[src/rtl/sixty_four_bit_demux_buffer.sv]
// sixty_four_bit_demux_buffer: routes one source word to channel A or B, each a small valid/ready FIFO.
// Defining DEMUX_STATS_EN adds saturating per-channel pop counters and an input stall counter.
module sixty_four_bit_demux_buffer #(
    parameter int WIDTH = 64,
    parameter int DEPTH = 2
) (
    input  logic                   clk,
    input  logic                   reset,
    input  logic                   in_valid,
    output logic                   in_ready,
    input  logic                   in_sel,
    input  logic [WIDTH-1:0]       in_data,
    output logic                   a_valid,
    input  logic                   a_ready,
    output logic [WIDTH-1:0]       a_data,
    output logic                   b_valid,
    input  logic                   b_ready,
    output logic [WIDTH-1:0]       b_data,
    output logic [$clog2(DEPTH):0] a_count,
    output logic [$clog2(DEPTH):0] b_count
`ifdef DEMUX_STATS_EN
    ,
    output logic [31:0]            a_xfer_cnt,
    output logic [31:0]            b_xfer_cnt,
    output logic [31:0]            stall_cnt
`endif
);
    localparam int PW = $clog2(DEPTH);
    localparam int CW = PW + 1;
    typedef enum logic [1:0] {EMPTY, PARTIAL, FULL} state_t;
    logic [1:0] rdy, vld, full, push, pop;
    logic [1:0][WIDTH-1:0] dout;
    logic [1:0][CW-1:0] cnt;
    assign rdy = {b_ready, a_ready};
    // Acceptance looks only at registered fullness, so a same-cycle pop never frees a slot.
    assign in_ready = !reset && !full[in_sel];
    for (genvar c = 0; c < 2; c++) begin : g_ch
        logic [WIDTH-1:0] mem_q [DEPTH];
        logic [PW-1:0] wr_q, wr_d, rd_q, rd_d;
        logic [CW-1:0] cnt_q, cnt_d;
        state_t st_q, st_d;
        assign push[c] = in_valid && in_ready && (in_sel == (c != 0));
        assign pop[c]  = vld[c] && rdy[c];
        assign vld[c]  = st_q != EMPTY;
        assign full[c] = st_q == FULL;
        assign dout[c] = mem_q[rd_q];
        assign cnt[c]  = cnt_q;
        always_comb begin
            wr_d  = push[c] ? wr_q + 1'b1 : wr_q;
            rd_d  = pop[c] ? rd_q + 1'b1 : rd_q;
            cnt_d = (push[c] && !pop[c]) ? cnt_q + 1'b1 :
                    (pop[c] && !push[c]) ? cnt_q - 1'b1 : cnt_q;
            st_d  = (cnt_d == '0) ? EMPTY : (cnt_d == CW'(DEPTH)) ? FULL : PARTIAL;
        end
        always_ff @(posedge clk) begin
            if (reset) begin
                for (int i = 0; i < DEPTH; i++) mem_q[i] <= '0;
                wr_q  <= '0;
                rd_q  <= '0;
                cnt_q <= '0;
                st_q  <= EMPTY;
            end else begin
                if (push[c]) mem_q[wr_q] <= in_data;
                wr_q  <= wr_d;
                rd_q  <= rd_d;
                cnt_q <= cnt_d;
                st_q  <= st_d;
            end
        end
    end
    assign a_valid = vld[0];
    assign a_data  = dout[0];
    assign a_count = cnt[0];
    assign b_valid = vld[1];
    assign b_data  = dout[1];
    assign b_count = cnt[1];
`ifdef DEMUX_STATS_EN
    logic [31:0] a_xfer_q, b_xfer_q, stall_q;
    always_ff @(posedge clk) begin
        if (reset) begin
            a_xfer_q <= '0;
            b_xfer_q <= '0;
            stall_q  <= '0;
        end else begin
            a_xfer_q <= a_xfer_q + 32'(pop[0] && a_xfer_q != '1);
            b_xfer_q <= b_xfer_q + 32'(pop[1] && b_xfer_q != '1);
            stall_q  <= stall_q + 32'(in_valid && !in_ready && stall_q != '1);
        end
    end
    assign a_xfer_cnt = a_xfer_q;
    assign b_xfer_cnt = b_xfer_q;
    assign stall_cnt  = stall_q;
`endif
endmodule

[config.mk]
export PLATFORM = sky130hd
export DESIGN_NAME = sixty_four_bit_demux_buffer
export DESIGN_NICKNAME = d
export VERILOG_FILES = /design/src/rtl/sixty_four_bit_demux_buffer.sv
export SDC_FILE = /design/constraint.sdc
export NUM_CORES = 1
export LEC_CHECK = 0
export CELL_PAD_IN_SITES_DETAIL_PLACEMENT = 2
export CELL_PAD_IN_SITES_GLOBAL_PLACEMENT = 2
export CORE_MARGIN = 3
export CORE_UTILIZATION = 35
export CTS_BUF_LIST = sky130_fd_sc_hd__clkbuf_16
export DETAILED_ROUTE_END_ITERATION = 6
export PLACE_DENSITY = 0.71
export SYNTH_ARGS = -nofsm -noshare
export SYNTH_HDL_FRONTEND = slang
export SYNTH_SLANG_ARGS = --single-unit
export TNS_END_PERCENT = 100
[constraint.sdc]
create_clock -name clk -period 2.7 [get_ports clk]
set_clock_uncertainty 0.15 [all_clocks]
set_input_delay 0.54 -clock clk [delete_from_list [all_inputs] [get_ports clk]]
set_output_delay 0.54 -clock clk [all_outputs]
set_load 0.05 [all_outputs]
==> metrics <==
DR top layer met5; HP Class flop to flop; warning count from the yosys run 0; synthesized instance count approximately 760; Peak VDD IR 462.0 uV; vias per cell 4.721; synthesized area 11,790 sq um; combinational family with the most area after synthesis simple AND/OR/NAND/NOR gates; # port buffers 204; syn_area_per_cell about 15 sq um; sequential share of power 41.5%; clock root cell clkbuf_16; PwrDens 770.9 nW/um^2; count of final setup violators 0; vias in the first global route 7,752; first-pass GRT wire length about 48 mm; setup TNS 0 ns; residual DRC count 0; number of flops mapped to enable cells by yosys 256; Net Sw Frac 28.18%; Cell variety after synth 33; CTS tree yes; f_max 0.3811 GHz; CP Capture Type output pin; combinational share of power 21.0%; CTS clk-pin slew, worst paths 0.06 ns; Synth Area in Simple Gates 15.83%; GRT Util Overall 17.36%; Seq/Total Area, Yosys roughly 68%; routed wire length 30.89 mm; clk_lat worst skew 0.54 ns; post-synthesis mux area share 12.95%; ys async rst share 0%; CP arrival between 1.5 and 2 ns; Antenna Nets Post-Route 0; ANT cells 0; Post-Syn Nets 833; WS Path Type flop to output pin; most frequent cell after synthesis and2_1; Die ar. 35,930 sq um; initial antenna violation count 1; Seq cells post-synth 270; area post-placement 14,280 sq um; Initial Utilization 35.88%; Final nets 1,058; Synth Area in XOR/XNOR 0.5836%; critical path peak fanout 17; Final Total Pwr 11.87 mW; I/O pin count 205; ys flop type edfxtp_1; via count a little under 7,000; cts bufs inserted 30; standard-cell row count 66; Worst-Margin Slew 0.7185 ns; P&R area growth vs syn 30.58%; post-synthesis compound-gate area fraction 0.3289%; Post-Synth Adder-Cell Area 0%; Die X between 150 and 200 um; Placed Instances 1,394; Synth top area share 65.20%; crit share post-route 97.19%; post-route minimum period between 2 and 3 ns; top cells by count, synth and2_1, edfxtp_1, mux2_2; HPWL after detailed placement 20.10 mm; 1st-iter DRT viols 294; clock share of power 37.6%; Final WS setup 0.07582 ns; Final Cell Area approximately 15,000 sq um; Final Hold Fails 0; final core utilization 46.85%; outcome finished clean; RSZ-0062 raised after global routing true; metal3 WL 1.425 mm; Final Slew Violations 0; H-tree depth 1; share of layout cells above drive strength 1 30.04%; Routed wire per std cell around 21 um; CP startpoint kind flop; Final Wtd Congestion 0.6869; Internal Power 8.525 mW; Max Cap Viol 0; Lkg Pwr between 6 and 7 nW; Remaining Overflow, GRT 0; P_sw 3.345 mW; Worst slew margin 52.10%; worst hold margin approximately 0.37 ns; area leader, netlist edfxtp_1; Die Span Y about 190 um; met2 routed WL 15.92 mm; fin cells 1,454; Metal-1 WL 12.99 mm; largest net degree at the start of global routing 65; clock tree sinks 270; Max Buffers Root-to-Sink 3; Initial DRT Pass Iterations 4; Area contributors post-synth edfxtp_1, and2_1, mux2_2; worst slack at placement 0.04635 ns; required time worst endpoint 2.01 ns; area of the core roughly 33,000 sq um
==> what timing repair did <==
| action | CTS | global route |
|---|---|---|
| setup endpoints to repair | 128 | 10 |
| hold buffers | 0 | 0 |
| buffers inserted | 4 | 0 |
| resized for setup | 55 | 3 |
==> sequential cells by signal, summed over array words and instances (netlist names), named ones only <==
signal	flops
a_count	2
b_count	2
g_ch.mem_q	256
g_ch.rd_q	2
g_ch.st_q	4
g_ch.wr_q	2
==> worst paths after layout <==
check,from,endpoint,slack [ns],cells past startpoint
worst max-delay path,flop,b_data[38],0.08,4
worst min-delay path,g_ch[0].rd_q$_SDFFE_PP0P_,flop,0.37,2
worst max register to register,g_ch[0].st_q[0]$_SDFF_PP0_,g_ch[0].mem_q[1][52]$_SDFFCE_PN0P_,0.72,5
worst min register to register,g_ch[0].rd_q$_SDFFE_PP0P_,flop,0.37,2
==> logic make-up after synthesis <==
kind of cell              Yosys count
buffers and inverters              47
AOI/OAI and AO/OA                   5
xor gates and xnor gates            7
and+or+nand+nor                   298
DFF                               270
muxes                             136
==> worst max-delay path, stage by stage (launching register included) <==
cell	delay, ns
dfxtp_4	0.36
buf_4	0.18
buf_6	0.24
mux2_2	0.40
buf_4	0.20
==> cell usage in the layout (no fill, tap or decap), drive strengths merged, types with 8 or more instances in the layout <==
cell / instances
dfxtp: 14
bufinv: 8
clkinv: 8
edfxtp: 256
mux2: 132
clkdlybuf4s50: 74
inv: 10
clkbuf: 31
dlygate4sd2: 50
and2: 258
nor2: 18
buf: 112
==> final cells by class <==
| class | count | area (sq um) |
|---|---|---|
| clock buffers | 31 | 775.7 |
| clock inverters | 25 | 314.1 |
| fillers | 3180 | 17470 |
| inverters | 3 | 11.26 |
| multi-input cells | 446 | 3526 |
| flip-flops and latches | 270 | 7975 |
| well taps | 442 | 553.0 |
| repair buffers | 237 | 2242 |
==> per-layer routing <==
layer	global-route usage (%)	up-vias
met5	0	-
met4	3.213	2
met3	3.390	39
met2	31.32	151
met1	21.88	3525
li1	-	3147
==> power groups by stage <==
stage / Sequential (mW) / Combinational [mW] / Clock (mW)
after floorplan: 5.01 / 1.63 / 0
after global placement: 5.02 / 2.49 / 0
after detailed placement: 5.04 / 2.51 / 0
after CTS: 4.93 / 2.54 / 4.59
after global routing: 4.95 / 2.62 / 4.74
final: 4.92 / 2.49 / 4.46
Power figures use the tool's default switching activity.
